## config.mk

```make
export PLATFORM = sky130hd
export DESIGN_NAME = mmio_loopback_monitor_flat
export DESIGN_NICKNAME = d
export VERILOG_FILES = /design/src/rtl/mmio_loopback_monitor_if.sv /design/src/rtl/mmio_loopback_monitor.sv /design/src/flat_wrapper.sv
export SDC_FILE = /design/constraint.sdc
export NUM_CORES = 1
export LEC_CHECK = 0
export CAP_MARGIN = 15
export CORE_MARGIN = 3
export CORE_UTILIZATION = 25
export DETAILED_ROUTE_END_ITERATION = 8
export GPL_TIMING_DRIVEN = 0
export MAX_ROUTING_LAYER = met4
export SYNTH_ARGS = -nofsm -noshare
export SYNTH_HDL_FRONTEND = slang
export SYNTH_SLANG_ARGS = --single-unit
```

## constraint.sdc

```tcl
create_clock -name clock -period 8.22 [get_ports clock]
set_input_delay 1.644 -clock clock [delete_from_list [all_inputs] [get_ports clock]]
set_output_delay 1.644 -clock clock [all_outputs]
set_load 0.02 [all_outputs]
```

## src/rtl/mmio_loopback_monitor_if.sv

```systemverilog
// Bus bundle for mmio_loopback_monitor: core MMIO buses plus the event drain port.
// The event_time signal exists only when MMIO_LOOPBACK_TIMESTAMP_EN is defined.
interface mmio_loopback_monitor_if #(
    parameter int CHANNELS = 8,
    parameter int WIDTH    = 32,
    parameter int CH_W     = (CHANNELS > 1) ? $clog2(CHANNELS) : 1
);
    logic [CHANNELS-1:0][WIDTH-1:0] mmio_from_core;
    logic [CHANNELS-1:0][WIDTH-1:0] mmio_to_core;
    logic                           event_valid;
    logic                           event_ready;
    logic [CH_W-1:0]                event_channel;
    logic [WIDTH-1:0]               event_data;
    logic                           overflow;
    logic                           overflow_clear;
    logic [15:0]                    change_count;
`ifdef MMIO_LOOPBACK_TIMESTAMP_EN
    logic [31:0]                    event_time;
`endif

    // master = core/debug side, slave = the monitor itself
    modport master (
        output mmio_from_core, event_ready, overflow_clear,
        input  mmio_to_core, event_valid, event_channel, event_data, overflow, change_count
`ifdef MMIO_LOOPBACK_TIMESTAMP_EN
        , input event_time
`endif
    );

    modport slave (
        input  mmio_from_core, event_ready, overflow_clear,
        output mmio_to_core, event_valid, event_channel, event_data, overflow, change_count
`ifdef MMIO_LOOPBACK_TIMESTAMP_EN
        , output event_time
`endif
    );
endinterface

```

## src/rtl/mmio_loopback_monitor.sv

```systemverilog
// MMIO loopback with configurable latency plus a change-event FIFO drained by valid/ready.
// Optional MMIO_LOOPBACK_TIMESTAMP_EN adds a 32-bit cycle stamp per event (event_time).
module mmio_loopback_monitor #(
    parameter int CHANNELS       = 8,
    parameter int WIDTH          = 32,
    parameter int LATENCY        = 1,
    parameter int FIFO_LOG_DEPTH = 4
) (
    input  logic                   clock,
    input  logic                   reset,
    mmio_loopback_monitor_if.slave bus
);
    localparam int CH_W  = (CHANNELS > 1) ? $clog2(CHANNELS) : 1;
    localparam int AW    = FIFO_LOG_DEPTH;
    localparam int DEPTH = 1 << FIFO_LOG_DEPTH;

    typedef struct packed {
`ifdef MMIO_LOOPBACK_TIMESTAMP_EN
        logic [31:0]      stamp;
`endif
        logic [CH_W-1:0]  channel;
        logic [WIDTH-1:0] data;
    } event_t;

    generate
        if (LATENCY == 0) begin : g_comb
            assign bus.mmio_to_core = bus.mmio_from_core;
        end else begin : g_pipe
            logic [CHANNELS-1:0][WIDTH-1:0] pipe_q [LATENCY];
            // NOTE: sequential state uses non-blocking (<=) so every stage samples the pre-edge value.
            always_ff @(posedge clock or negedge reset) begin
                if (!reset) begin
                    for (int s = 0; s < LATENCY; s++) pipe_q[s] <= '0;
                end else begin
                    pipe_q[0] <= bus.mmio_from_core;
                    for (int s = 1; s < LATENCY; s++) pipe_q[s] <= pipe_q[s-1];
                end
            end
            assign bus.mmio_to_core = pipe_q[LATENCY-1];
        end
    endgenerate

    logic [CHANNELS-1:0][WIDTH-1:0] prev_q, hold_q, hold_d;
    logic [CHANNELS-1:0]            pending_q, pending_d, changed, granted;
`ifdef MMIO_LOOPBACK_TIMESTAMP_EN
    logic [CHANNELS-1:0][31:0]      stamp_q, stamp_d;
    logic [31:0]                    cycle_q;
`endif
    logic [AW:0]                    wr_q, rd_q;
    logic                           overflow_q;
    logic [15:0]                    count_q;
    logic                           found, push, pop, full, empty, lost;
    logic [CH_W-1:0]                sel;
    event_t                         push_ev, head_ev;
    event_t                         mem [DEPTH];

    assign empty = (wr_q == rd_q);
    assign full  = (wr_q[AW] != rd_q[AW]) && (wr_q[AW-1:0] == rd_q[AW-1:0]);
    assign pop   = !empty && bus.event_ready;

    // NOTE: every always_comb output gets a default first so no path can infer a latch.
    always_comb begin
        sel       = '0;
        found     = 1'b0;
        lost      = 1'b0;
        pending_d = pending_q;
        hold_d    = hold_q;
        changed   = '0;
        granted   = '0;
`ifdef MMIO_LOOPBACK_TIMESTAMP_EN
        stamp_d   = stamp_q;
`endif
        // Descending scan leaves the lowest pending index selected.
        for (int c = CHANNELS - 1; c >= 0; c--) begin
            if (pending_q[c]) begin
                sel   = CH_W'(c);
                found = 1'b1;
            end
        end
        push = found && (!full || pop);
        for (int c = 0; c < CHANNELS; c++) begin
            changed[c] = (bus.mmio_from_core[c] != prev_q[c]);
            granted[c] = push && (sel == CH_W'(c));
            if (granted[c]) pending_d[c] = 1'b0;
            if (changed[c]) begin
                if (pending_q[c] && !granted[c]) lost = 1'b1;
                pending_d[c] = 1'b1;
                hold_d[c]    = bus.mmio_from_core[c];
`ifdef MMIO_LOOPBACK_TIMESTAMP_EN
                stamp_d[c]   = cycle_q;
`endif
            end
        end
        push_ev.channel = sel;
        push_ev.data    = hold_q[sel];
`ifdef MMIO_LOOPBACK_TIMESTAMP_EN
        push_ev.stamp   = stamp_q[sel];
`endif
    end

    always_ff @(posedge clock or negedge reset) begin
        if (!reset) begin
            prev_q     <= '0;
            hold_q     <= '0;
            pending_q  <= '0;
            wr_q       <= '0;
            rd_q       <= '0;
            overflow_q <= 1'b0;
            count_q    <= '0;
`ifdef MMIO_LOOPBACK_TIMESTAMP_EN
            stamp_q    <= '0;
            cycle_q    <= '0;
`endif
        end else begin
            prev_q    <= bus.mmio_from_core;
            hold_q    <= hold_d;
            pending_q <= pending_d;
            if (push) wr_q <= wr_q + 1'b1;
            if (pop)  rd_q <= rd_q + 1'b1;
            // A loss in the same cycle as a clear request keeps the flag set.
            if (lost)                    overflow_q <= 1'b1;
            else if (bus.overflow_clear) overflow_q <= 1'b0;
            if (push && (count_q != 16'hFFFF)) count_q <= count_q + 16'd1;
`ifdef MMIO_LOOPBACK_TIMESTAMP_EN
            stamp_q   <= stamp_d;
            cycle_q   <= cycle_q + 32'd1;
`endif
        end
    end

    // NOTE: FIFO storage is not reset; the pointers alone define which entries are valid.
    always_ff @(posedge clock) begin
        if (push) mem[wr_q[AW-1:0]] <= push_ev;
    end

    assign head_ev           = mem[rd_q[AW-1:0]];
    assign bus.event_valid   = !empty;
    assign bus.event_channel = head_ev.channel;
    assign bus.event_data    = head_ev.data;
    assign bus.overflow      = overflow_q;
    assign bus.change_count  = count_q;
`ifdef MMIO_LOOPBACK_TIMESTAMP_EN
    assign bus.event_time    = head_ev.stamp;
`endif
endmodule

```

## src/flat_wrapper.sv

```systemverilog
// flat-port wrapper written by rule: the top's interface ports become plain ports
module mmio_loopback_monitor_flat 
#(
    parameter int CHANNELS       = 8,
    parameter int WIDTH          = 32,
    parameter int LATENCY        = 1,
    parameter int FIFO_LOG_DEPTH = 4
)
  (clock, reset, bus_mmio_from_core, bus_event_ready, bus_overflow_clear, bus_mmio_to_core, bus_event_valid, bus_event_channel, bus_event_data, bus_overflow, bus_change_count);
  mmio_loopback_monitor_if #(.CHANNELS(CHANNELS), .WIDTH(WIDTH)) bus_i ();
  input  logic clock;
  input  logic reset;
  input wire logic [$bits(bus_i.mmio_from_core)-1:0] bus_mmio_from_core;
  input wire logic [$bits(bus_i.event_ready)-1:0] bus_event_ready;
  input wire logic [$bits(bus_i.overflow_clear)-1:0] bus_overflow_clear;
  output wire logic [$bits(bus_i.mmio_to_core)-1:0] bus_mmio_to_core;
  output wire logic [$bits(bus_i.event_valid)-1:0] bus_event_valid;
  output wire logic [$bits(bus_i.event_channel)-1:0] bus_event_channel;
  output wire logic [$bits(bus_i.event_data)-1:0] bus_event_data;
  output wire logic [$bits(bus_i.overflow)-1:0] bus_overflow;
  output wire logic [$bits(bus_i.change_count)-1:0] bus_change_count;
  assign bus_i.mmio_from_core = bus_mmio_from_core;
  assign bus_i.event_ready = bus_event_ready;
  assign bus_i.overflow_clear = bus_overflow_clear;
  assign bus_mmio_to_core = bus_i.mmio_to_core;
  assign bus_event_valid = bus_i.event_valid;
  assign bus_event_channel = bus_i.event_channel;
  assign bus_event_data = bus_i.event_data;
  assign bus_overflow = bus_i.overflow;
  assign bus_change_count = bus_i.change_count;
  mmio_loopback_monitor #(.CHANNELS(CHANNELS), .WIDTH(WIDTH), .LATENCY(LATENCY), .FIFO_LOG_DEPTH(FIFO_LOG_DEPTH)) u_core (.clock(clock), .reset(reset), .bus(bus_i));
endmodule
```

==> results by group <==
Timing
  • Max-slew headroom: between 15 and 20%
  • Total Neg Setup Slack: 0 ns
  • RSZ-0062 raised after global routing: false
  • Max Freq: between 150 and 200 MHz
  • Worst-Margin Slew: roughly 1.2 ns
  • Hold_ws: 0.487 ns
  • Tmin final: 5.98 ns
  • Slew Limit Fails: 0
  • Fin Clk Skew: 0.0314 ns
  • # setup viols final: 0
  • Fin. Hold Viols: 0
  • Tcrit/Tclk final: 72.7%

Synth
  • Ys async rst share: between 40% and 50%
  • EDFF count, synth: 560
  • Main synth FF type: edfxtp_1
  • Cell count after synthesis: around 2.4k
  • Synth cell types: 53
  • Synthesized area: roughly 43,000 sq um
  • Sequential share of the synthesized area: between 70% and 80%
  • FF+latch count, synth: ~1.1k
  • Net Count, Synth: approximately 2.6k
  • Mean post-synth cell area: approximately 18 sq um
  • Yosys warning count: 0

Drt
  • Drt first pass iters: 5
  • Vias per inst: around 4.5
  • WL final: 151,000 um
  • Routed Antenna Nets: 0
  • Initial detailed-routing violation count: between 1.5k and 2k
  • Routed WL per cell: 27.3 um
  • Total vias in the final route: about 25k
  • DRC viols: 0

Floorplan
  • Initial Util: around a quarter
  • Cell Rows: between 150 and 200
  • Io pins: around 570
  • Die area: between 150,000 and 200,000 sq um
  • Total core area: between 150,000 and 200,000 sq um
  • Die outline width: 423 um
  • Chip height: 423 um

Worst setup path
  • Worst setup endpoint: bus_event_data[23]
  • Worst R2R End: u_core.mem[6][24]$_DFFE_PP_
  • Crit path max-delay cell type: clkbuf_1
  • Startpoint Class: register
  • Worst Setup End Kind: primary output
  • Family with the most delay on the worst path: buffers and inverters
  • Crit. Startpoint: u_core.rd_q[1]$_DFFE_PN0P_
  • Critical path buffers and inverters: 4
  • Worst Path Max Fanout: 10
  • Startpoint of the worst register-to-register path: u_core.wr_q[3]$_DFFE_PN0P_
  • Data arrival time of the critical path: 4.34 ns
  • Crit-path cells: buf_2 -> clkbuf_1 -> clkbuf_1 -> mux4_2 -> mux4_2 -> clkdlybuf4s50_1
  • Reg2Reg Depth: 9
  • Critical path type: register to primary output
  • Req. time, crit path: between 6 and 7 ns
  • Worst reg2reg setup slack: 4.05 ns
  • Max stage delay on crit path: ~0.85 ns
  • Crit. path cell count: 6

Placement
  • Placed cell count: between 5k and 6k
  • Post-DP HPWL: about 120,000 um
  • PortBufs: approximately 570
  • GP Congestion: roughly 0.86

GRT
  • Met1 usage in global routing: between 10% and 20%
  • GRT Resource Usage Total: 17.1%
  • Global-route wire length before repair: 209,000 um
  • GR Util met2: slightly below 30%
  • Layer with the highest usage: met2
  • Initial antenna violation count: 8
  • Grt ovf: 0
  • Pin count of the biggest net entering global routing: 107
  • Met3 GRT Util: 2.60%
  • Vias in the first global route: between 20k and 30k

Flow run
  • MaxCap Viol Count: 0

Clock tree
  • CTS tree: done
  • Cts repair resizes: 0
  • CTS Buffer Depth: 3
  • Max H-tree Level: 3
  • CTS root buf: clkbuf_16
  • Clk slew on worst S/H paths: 0.06 ns
  • Sink count of the clock tree: 1,107
  • Setup bufs post-CTS: 0
  • Clock latency on the worst-skew pair: 0.74 ns
  • Inserted Clock Buffers: roughly 110
  • Hold buffers post-CTS: 0

Layout
  • Fillers: 16.7k
  • Final non-filler cell total: about 5.5k
  • Layout area overhead: 30.8%
  • Fin util: 33.0%
  • Nets: ~3.4k
  • Layout cells sized above 1: 25.7%

Pwr
  • Worst vdd ir: 237 uV
  • Switching Share: 30.4%
  • NetSw: 5020 uW
  • Sequential share of power: roughly two fifths
  • Clock Power Share: between 30 and 40%
  • Leakage: between 0.02 and 0.025 uW
  • Power Dens Cells: between 200 and 300 nW/um^2
  • Internal power: around 12,000 uW
  • Comb pwr share: approximately 28%
  • Final Power: roughly 17,000 uW

Worst hold path
  • Min-Delay Path Class: register to register

Run status
  • Outcome: completed
## worst min path at each step
stage / from / to / slack [ns] / depth (start not counted)
after floorplan: u_core.wr_q[4]$_DFFE_PN0P_ / u_core.wr_q[4]$_DFFE_PN0P_ / 0.46 / 1
after global placement: u_core.wr_q[4]$_DFFE_PN0P_ / u_core.wr_q[4]$_DFFE_PN0P_ / 0.47 / 1
after detailed placement: u_core.bus.change_count[6]$_DFFE_PN0P_ / u_core.bus.change_count[6]$_DFFE_PN0P_ / 0.48 / 1
after CTS: u_core.wr_q[4]$_DFFE_PN0P_ / u_core.wr_q[4]$_DFFE_PN0P_ / 0.49 / 1
after global routing: u_core.hold_q[215]$_DFFE_PN0P_ / u_core.hold_q[215]$_DFFE_PN0P_ / 0.51 / 1
final: u_core.wr_q[4]$_DFFE_PN0P_ / u_core.wr_q[4]$_DFFE_PN0P_ / 0.49 / 1
## registers in the layout, summed over array words and instances, names as in the netlist
signal,flops
u_core.wr_q,5
u_core.rd_q,5
u_core.hold_q,256
u_core.mem,560
u_core.bus.mmio_to_core,256
u_core.bus.change_count,16
u_core.pending_q,8
u_core.bus.overflow,1
## power groups by stage
stage	Sequential [uW]	Clock, uW	Combinational (uW)
4_1_cts	6810	5260	4730
6_report	6810	5150	4580
5_1_grt	6860	5480	4860
3_3_place_gp	6990	0	4470
2_1_floorplan	6980	0	2300
3_5_place_dp	6920	0	4720
## cell usage after synthesis (2+ instances only)
cell        n  area [sq um]
a21oi_1    32           160
a221o_1    62           621
a221oi_1    2          17.5
and2_1      2          12.5
and3_1      2          12.5
and4_1      6          52.6
and4b_1     4          40.0
buf_1       7          26.3
buf_2      48           240
buf_4       6          45.0
clkbuf_1   39           146
dfrtp_1   547         13700
edfxtp_1  560         16800
ha_1        6          75.1
inv_1       8          30.0
mux2_2    320          3600
mux2i_1     2          20.0
mux4_2    175          3940
nand2_1    57           214
nand2b_1    4          25.0
nand3_1     6          30.0
nand4_1    22           138
nor2_1     19          71.3
nor3_1      6          30.0
nor3b_1     5          37.5
nor4_1     65           407
nor4_2      2          25.0
nor4bb_1    4          40.0
o21ai_0     8          40.0
o221ai_1    3          26.3
o22ai_1    32           200
xnor2_1    21           184
xor2_1    262          2290
## stage by stage
step | instance area [sq um] | setup WS, ns
final | 56900 | 2.24
after global routing | 56900 | 2.08
after CTS | 56800 | 2.14
after detailed placement | 53100 | 2.71
after global placement | 52100 | -20.07
after floorplan | 43500 | 1.92
## cells by family after synthesis
family	count (synthesis)	synth area share (%)
buffers and inverters	112	1.18
AOI/OAI and AO/OA	151	2.68
and+or+nand+nor	208	2.72
xor gates and xnor gates	283	5.70
muxes	497	17.4
DFF	1107	70.2
adders and majority gates	6	0.173
## layout make-up
type                       count  area, sq um  share of cell area, %
antenna                        7         17.5                 0.0308
sequential                  1107        30500                   53.6
inverter                      10         37.5                 0.0660
timing repair buffer         642         6700                   11.8
clock inverter                44          410                  0.721
tap                         2310         2890                   5.08
multi-input combinational   1145        12600                   22.1
clock buffer                 167         3270                   5.75
buffer                       102          474                  0.834
## layer usage
layer  vias up  wire length, um
met5         -                0
met4         0             6940
met3       230             7280
met2       858            78300
met1     13200            58400
li1      10700                -
## placed cells by master (no fill, tap or decap), types with 15 or more instances in the layout
cell	count
a21oi_1	29
a221o_1	62
buf_2	48
buf_4	15
buf_6	40
clkbuf_1	71
clkbuf_16	115
clkbuf_8	22
clkdlybuf4s50_1	567
clkinv_2	22
dfrtp_1	547
edfxtp_1	560
mux2_2	320
mux4_2	175
nand2_1	57
nand4_1	22
nor2_1	19
nor4_1	62
o22ai_1	32
xnor2_1	21
xor2_1	262
## worst reg2reg max path, stage by stage (launching register included)
cell      delay, ns
dfrtp_1        0.33
clkbuf_2       0.30
xor2_1         0.23
nor4_2         0.14
a22oi_1        0.89
buf_2          0.48
nand2_1        0.23
nor3b_2        0.85
buf_8          0.24
buf_6          0.18
Note: power is estimated with default switching activity, not from simulation.
